File: src/rtl/instruction_fetch_queue_pkg.sv
// rtl/instruction_fetch_queue_pkg.sv - shared opcode, instruction and immediate-format types
package instruction_fetch_queue_pkg;

    localparam int LaneBits = 32;

    typedef enum logic [6:0] {
        LoadType   = 7'b0000011,
        Fence      = 7'b0001111,
        AluIType   = 7'b0010011,
        Auipc      = 7'b0010111,
        AluIWType  = 7'b0011011,
        SType      = 7'b0100011,
        AluRType   = 7'b0110011,
        Lui        = 7'b0110111,
        AluRWType  = 7'b0111011,
        BType      = 7'b1100011,
        Jalr       = 7'b1100111,
        Jal        = 7'b1101111,
        SystemType = 7'b1110011
    } opcode_t;

    typedef struct packed {
        logic [6:0] funct7;
        logic [4:0] rs2;
        logic [4:0] rs1;
        logic [2:0] funct3;
        logic [4:0] rd;
        opcode_t    opcode;
    } instruction_t;

    typedef enum logic [2:0] {
        RFormat       = 3'd0,
        IFormat       = 3'd1,
        SFormat       = 3'd2,
        BFormat       = 3'd3,
        UFormat       = 3'd4,
        JFormat       = 3'd5,
        InvalidFormat = 3'd6
    } imm_format_t;

    // Every listed opcode ends in 2'b11, so an unlisted opcode also covers
    // the compressed-encoding case.
    function automatic imm_format_t format_of(logic [6:0] op);
        imm_format_t fmt;
        case (op)
            AluRType, AluRWType:                                 fmt = RFormat;
            AluIType, AluIWType, LoadType, Jalr, Fence, SystemType: fmt = IFormat;
            SType:                                               fmt = SFormat;
            BType:                                               fmt = BFormat;
            Lui, Auipc:                                          fmt = UFormat;
            Jal:                                                 fmt = JFormat;
            default:                                             fmt = InvalidFormat;
        endcase
        return fmt;
    endfunction

endpackage

File: src/rtl/instruction_fetch_queue_imm_decoder.sv
// rtl/instruction_fetch_queue_imm_decoder.sv - combinational format classifier and immediate extractor
module imm_decoder
    import instruction_fetch_queue_pkg::*;
#(
    parameter int DATA_SIZE = 64
) (
    input  logic [31:0]          instruction,
    output imm_format_t          format,
    output logic [DATA_SIZE-1:0] imm,
    output logic                 illegal
);

    instruction_t inst;
    logic [31:0]  imm32;

    assign inst = instruction;

    always_comb begin
        imm32  = '0;
        format = format_of(inst.opcode);
        case (format)
            IFormat: imm32 = {{20{inst.funct7[6]}}, inst.funct7, inst.rs2};
            SFormat: imm32 = {{20{inst.funct7[6]}}, inst.funct7, inst.rd};
            BFormat: imm32 = {{19{inst.funct7[6]}}, inst.funct7[6], inst.rd[0],
                              inst.funct7[5:0], inst.rd[4:1], 1'b0};
            UFormat: imm32 = {inst.funct7, inst.rs2, inst.rs1, inst.funct3, 12'b0};
            JFormat: imm32 = {{11{inst.funct7[6]}}, inst.funct7[6], inst.rs1, inst.funct3,
                              inst.rs2[0], inst.funct7[5:0], inst.rs2[4:1], 1'b0};
            default: imm32 = '0;
        endcase
        illegal = (format == InvalidFormat);
    end

    // Replication count stays >= 1 so DATA_SIZE = 32 remains legal.
    assign imm = {{(DATA_SIZE - 31){imm32[31]}}, imm32[30:0]};

endmodule

File: src/rtl/instruction_fetch_queue.sv
// rtl/instruction_fetch_queue.sv - multi-lane fetch buffer presenting one decoded instruction per cycle
module instruction_fetch_queue
    import instruction_fetch_queue_pkg::*;
#(
    parameter int FETCH_WIDTH = 64,
    parameter int DEPTH       = 4,
    parameter int DATA_SIZE   = 64
) (
    input  logic                   clock,
    input  logic                   reset,
    input  logic                   flush,
    input  logic                   fetch_valid,
    output logic                   fetch_ready,
    input  logic [FETCH_WIDTH-1:0] fetch_data,
    input  logic [DATA_SIZE-1:0]   fetch_pc,
    output logic                   dec_valid,
    input  logic                   dec_ready,
    output logic [31:0]            dec_instruction,
    output logic [DATA_SIZE-1:0]   dec_pc,
    output imm_format_t            dec_format,
    output logic [DATA_SIZE-1:0]   dec_imm,
    output logic                   dec_illegal
);

    localparam int LANES = FETCH_WIDTH / LaneBits;
    localparam int PTR_W = $clog2(DEPTH);
    localparam int CNT_W = PTR_W + 1;

    logic [LaneBits-1:0]  inst_mem [DEPTH];
    logic [DATA_SIZE-1:0] pc_mem   [DEPTH];

    logic [PTR_W-1:0] wr_ptr;
    logic [PTR_W-1:0] rd_ptr;
    logic [CNT_W-1:0] count;
    logic             push;
    logic             pop;

    // Driven from the registered count only: no combinational path from dec_ready.
    assign fetch_ready = (CNT_W'(DEPTH) - count) >= CNT_W'(LANES);
    assign dec_valid   = (count != '0);
    assign push        = fetch_valid && fetch_ready;
    assign pop         = dec_valid && dec_ready;

    always_ff @(posedge clock) begin
        if (reset || flush) begin
            wr_ptr <= '0;
            rd_ptr <= '0;
            count  <= '0;
        end else begin
            if (push) begin
                wr_ptr <= wr_ptr + PTR_W'(LANES);
            end
            if (pop) begin
                rd_ptr <= rd_ptr + PTR_W'(1);
            end
            count <= count + (push ? CNT_W'(LANES) : '0) - (pop ? CNT_W'(1) : '0);
        end
    end

    // wr_ptr only ever advances by LANES from zero and DEPTH % LANES == 0,
    // so a beat never straddles the wrap point.
    always_ff @(posedge clock) begin
        if (push && !flush && !reset) begin
            for (int i = 0; i < LANES; i++) begin
                inst_mem[wr_ptr + PTR_W'(i)] <= fetch_data[LaneBits*i +: LaneBits];
                pc_mem[wr_ptr + PTR_W'(i)]   <= fetch_pc + DATA_SIZE'(4 * i);
            end
        end
    end

    assign dec_instruction = inst_mem[rd_ptr];
    assign dec_pc          = pc_mem[rd_ptr];

    imm_decoder #(
        .DATA_SIZE (DATA_SIZE)
    ) u_imm_decoder (
        .instruction (dec_instruction),
        .format      (dec_format),
        .imm         (dec_imm),
        .illegal     (dec_illegal)
    );

endmodule

File: config.mk
export PLATFORM = sky130hd
export DESIGN_NAME = instruction_fetch_queue
export DESIGN_NICKNAME = d
export VERILOG_FILES = /design/src/rtl/instruction_fetch_queue_pkg.sv /design/src/rtl/instruction_fetch_queue_imm_decoder.sv /design/src/rtl/instruction_fetch_queue.sv
export SDC_FILE = /design/constraint.sdc
export NUM_CORES = 1
export LEC_CHECK = 0
export BUFFER_PORTS_ARGS = -buffer_cell sky130_fd_sc_hd__clkbuf_2
export CORE_ASPECT_RATIO = 1.1
export CORE_MARGIN = 8
export CORE_UTILIZATION = 30
export DETAILED_ROUTE_END_ITERATION = 6
export GPL_TIMING_DRIVEN = 0
export MAX_ROUTING_LAYER = met4
export PLACE_DENSITY_LB_ADDON = 0.2
export REMOVE_ABC_BUFFERS = 1
export SYNTH_ARGS = -nofsm -noshare
export SYNTH_HDL_FRONTEND = slang
export SYNTH_SLANG_ARGS = --single-unit
File: constraint.sdc
create_clock -name clock -period 23 [get_ports clock]
set_input_delay 6.9 -clock clock [delete_from_list [all_inputs] [get_ports clock]]
set_output_delay 6.9 -clock clock [all_outputs]
set_load 0.01 [all_outputs]
Yosys cells after proc, flatten, opt, wreduce, memory -nomap -nowiden
Memory sizes are Yosys's and may differ from the RTL's. A register that Yosys moved wholly into a read port is not among the register bits.
Cells that the tools add are included.
W data, S select, Z words.
{"block": "totals", "input_bits": 133, "mem_count": 2, "ram_bits": 384, "word_cells": 53, "register_bits": 7}
{"memory": "pc_mem", "depth": 4, "width": 64, "read_ports": 1, "rd_ports_with_merged_regs": 1, "wr": 2, "line_no": "instruction_fetch_queue.sv:30", "rtl": "logic [DATA_SIZE-1:0] pc_mem [DEPTH];"}
{"memory": "inst_mem", "depth": 4, "width": 32, "read_ports": 1, "rd_ports_with_merged_regs": 1, "wr": 2, "line_no": "instruction_fetch_queue.sv:29", "rtl": "logic [LaneBits-1:0] inst_mem [DEPTH];"}
{"block": "op_classes", "reduce_logical": 11, "addsub": 7, "order_cmp": 1, "eq_ne": 19, "muxes": 10}
{"operator": "$pmux W32 S5", "count": 1}
{"operator": "$add A64 B3 Y64 const B", "count": 1}
{"operator": "$eq A7 B6 Y1 const B", "count": 4}
{"operator": "$eq A7 B7 Y1 const B", "count": 4}
{"operator": "$eq A7 B5 Y1 const B", "count": 3}
{"operator": "$pmux W3 S6", "count": 1}
{"operator": "$mux W2", "count": 5}
{"operator": "$eq A3 B3 Y1 const B", "count": 3}
{"operator": "$eq A7 B2 Y1 const B", "count": 1}
{"operator": "$eq A7 B4 Y1 const B", "count": 1}
{"operator": "$eq A3 B2 Y1 const B", "count": 2}
{"operator": "$reduce_or A6 Y1", "count": 1}
{"operator": "$add A2 B1 Y2 const B", "count": 2}
{"operator": "$logic_and A1 B1 Y1", "count": 4}
{"operator": "$reduce_or A2 Y1", "count": 2}
{"operator": "$add A3 B2 Y3", "count": 1}
{"operator": "$eq A3 B1 Y1 const B", "count": 1}
{"operator": "$ge A3 B2 Y1 const B", "count": 1}
{"operator": "$mux W1", "count": 3}
{"operator": "$reduce_bool A3 Y1", "count": 1}
{"operator": "$sub A3 B1 Y3", "count": 1}
{"operator": "$sub A3 B3 Y3 const A", "count": 1}
{"operator": "$add A2 B2 Y2 const B", "count": 1}
{"operator": "$logic_not A1 Y1", "count": 2}
{"operator": "$logic_or A1 B1 Y1", "count": 1}

Depth between registers and ports, before layout
{"block": "logic_depth", "ltp_word": 7, "depth_mapped": 14}

By module
Synthesis repeated with hierarchy kept, for this count alone.
{"block": "hier_totals", "cells_unflattened": 887, "area_unflattened_um2": 16361.9}
{"mod": "instruction_fetch_queue", "cells_per_inst": 728, "area_per_inst_um2": 15329.7, "seq_area_each_um2": 11571.1, "instances": 1}
{"mod": "imm_decoder", "cells_per_inst": 159, "area_per_inst_um2": 1032.2, "seq_area_each_um2": 0.0, "instances": 1}

Least setup slack after synthesis
Ideal clock, no wire load.
{"block": "synth_path", "path_kind": "input port to flip-flop", "start": "input flush", "end": "memory inst_mem[0][0], enable pin", "required_ns": 22.028, "setup_slack_ns": 1.857, "arrival_ns": 20.171, "stages": 3, "path_buffers": 1, "cell_sequence": "or2_2 > clkbuf_1 > nor3_1"}
{"item": "start: declaration", "line_no": "instruction_fetch_queue.sv:11", "rtl": "input logic flush,"}
{"item": "end: declaration", "line_no": "instruction_fetch_queue.sv:29"}

==> results.json <==
{
  "outcome": "complete, no violations",
  "area_delta_synth_final_pct": 24.3,
  "vdd_ir_drop_max_uv": 46.5,
  "cts-root-buf": "clkbuf_16",
  "reg2regPathDepth": 13,
  "drtIter0Drc": 446,
  "yosys_most_used_dff": "edfxtp_1",
  "synthTopCellsByCount": "380 x edfxtp_1, 94 x mux4_2, 58 x nand2_1, 48 x xnor2_1, 37 x nor2_1",
  "clkSinkCount": 388,
  "powerDensity_nw_per_um2": 85.6,
  "dp_slack_ps": 11190,
  "vias_per_cell": 4.57,
  "finClkSkew_ps": 13.9,
  "fin_nets": 1346,
  "ctsHoldBuffers": 0,
  "die_h_microns": 260,
  "drc": 0,
  "finalSetupViolCount": 0,
  "avgSynthCellArea_sq_um": 18.4,
  "crit_path_max_fanout": 34,
  "yosys.area.top_type_share_pct": 70.0,
  "core_sq_um": 53700,
  "tns_ps": 0,
  "final_layout_size_suffix_gt1_share_pct": 42.9,
  "cp.arrival_ps": 5420,
  "cts.clk_slew.worst_paths_ps": 60,
  "ys_seq_area_share_pct": 71.0,
  "rsz0062_at_grt": "false",
  "globalRouteTotalUtil_pct": 12.8,
  "cap_violations": 0,
  "dieArea_sq_um": 62000,
  "yosysMostFrequentCell": "edfxtp_1",
  "synthCells": 883,
  "yosys.area.top_type": "edfxtp_1",
  "worst_hold_slack_ps": 533,
  "antenna_found_initial": 6,
  "synth-seq-cells": 388,
  "p_leak_nw": 6.92,
  "total_power_mw": 1.73,
  "yosys_warnings": 0,
  "r2r-end": "inst_mem[3][6]$_DFFE_PP_",
  "crit_type": "reg2out",
  "fillerInstances": 5123,
  "min_period_ps": 12320,
  "setup_ws_ps": 10680,
  "cts-resized-gates": 0,
  "worst_slew_pin_slew_ps": 940,
  "dp.cells": 1888,
  "period_share_pct": 53.6,
  "cp.required_ps": 16100,
  "postPlaceCellArea_sq_um": 18900,
  "final_core_utilization_pct": 37.7,
  "wl_per_cell_microns": 19.7,
  "finalInstanceArea_sq_um": 20300,
  "fmax_ghz": 0.0812,
  "slew_viol_final": 0,
  "relSlewSlack_pct": 36.8,
  "critPathCapture": "dec_imm[24]",
  "cts_setup_buffers": 0,
  "reg2reg_from": "count[1]$_SDFF_PP0_",
  "port_buffers": 298,
  "synth_edf_count": 380,
  "htree_levels": 2,
  "cts_tree": "done",
  "overflow": 0,
  "die_width_microns": 238,
  "io-pin-count": 299,
  "yosysUniqueCellTypes": 61,
  "num_rows": 89,
  "finalNonFillerCells": 1972,
  "route.vias.total": 9017,
  "clk_latency_ps": 550,
  "async_reset_ff_share_pct": 0,
  "grt_max_degree": 51,
  "drt_pass1_iterations": 4,
  "hpwl_mm": 28.7,
  "endpoint_kind": "output pin",
  "syn_area_sq_um": 16300,
  "cts_buffers": 43,
  "hold_violations": 0,
  "synth.area.top_cells": "edfxtp_1 70%, mux4_2 13%, xnor2_1 2.6%",
  "gp_congestion": 0.812,
  "r2r_setup_slack_ps": 19700,
  "start_kind": "flop",
  "ant_nets": 0,
  "clockBufferDepth": 3,
  "initial_utilization_pct": 30.4,
  "grt_pass1_vias": 9838,
  "worst_hold_path_type": "reg2reg",
  "routed_wl_mm": 38.9,
  "grt_pass1_wl_mm": 59.3
}
## layout make-up
cell class,instances,area [sq um],area share [%]
sequential,388,11600,57.2
timing repair buffer,344,2050,10.1
multi-input combinational,410,4260,21.0
clock buffer,60,1200,5.94
tap,728,911,4.50
inverter,18,67.6,0.334
clock inverter,18,161,0.797
antenna,6,15.0,0.0741
## worst min-delay path by stage
stage                                   endpoint              startpoint  cells past startpoint
after floorplan                             flop  rd_ptr[1]$_SDFFE_PP0P_                      2
after global placement    rd_ptr[1]$_SDFFE_PP0P_  rd_ptr[1]$_SDFFE_PP0P_                      2
after detailed placement                    flop  rd_ptr[1]$_SDFFE_PP0P_                      2
after CTS                                   flop  rd_ptr[1]$_SDFFE_PP0P_                      2
after global routing      rd_ptr[1]$_SDFFE_PP0P_  rd_ptr[1]$_SDFFE_PP0P_                      2
final                     rd_ptr[1]$_SDFFE_PP0P_  rd_ptr[1]$_SDFFE_PP0P_                      2
## critical path, cell delays in order (launching register included)
cell and delay [ps]:
dfxtp_4 890, buf_16 360, mux4_2 750, nor4b_1 700
nand2_1 170, ha_1 360, inv_1 160, o21ai_0 110
a21oi_1 750, nand2_1 150, a21oi_2 250, clkbuf_2 170
## placed cells by master (no fill, tap or decap), types with 16 or more instances in the layout
cell type and n:
xnor2_1 48, edfxtp_1 380, clkbuf_16 45, nor2_1 37
nand3_1 24, nand4_1 16, mux4_2 94, clkbuf_2 298
nand2_1 58, buf_6 38, inv_1 18, xor2_1 19
## routing by layer
layer | up-vias | routed length (microns) | track usage [%]
met2 | 283 | 18900 | 20.9
li1 | 4142 | - | -
met4 | 0 | 862 | 4.11
met1 | 4535 | 16000 | 15.0
met5 | - | 0 | -
met3 | 57 | 3100 | 3.99
## registers in the layout, summed over array words and instances, names as in the netlist, named ones only
signal and flops:
wr_ptr 1, count 3, inst_mem 128, rd_ptr 2
pc_mem 252
## power breakdown
group          switching (mW)  internal [mW]
registers              0.0148          0.823
clock network           0.266          0.398
logic                   0.129          0.103
total                   0.410           1.32
## kinds of logic after synthesis
family | after synthesis | synth area share [%]
compound gates | 45 | 2.40
xor+xnor | 67 | 3.60
fa+ha+maj | 8 | 0.614
buf+inv | 85 | 2.90
flops | 388 | 71.0
mux | 97 | 13.2
simple gates | 193 | 6.25
Power figures use the tool's default switching activity.
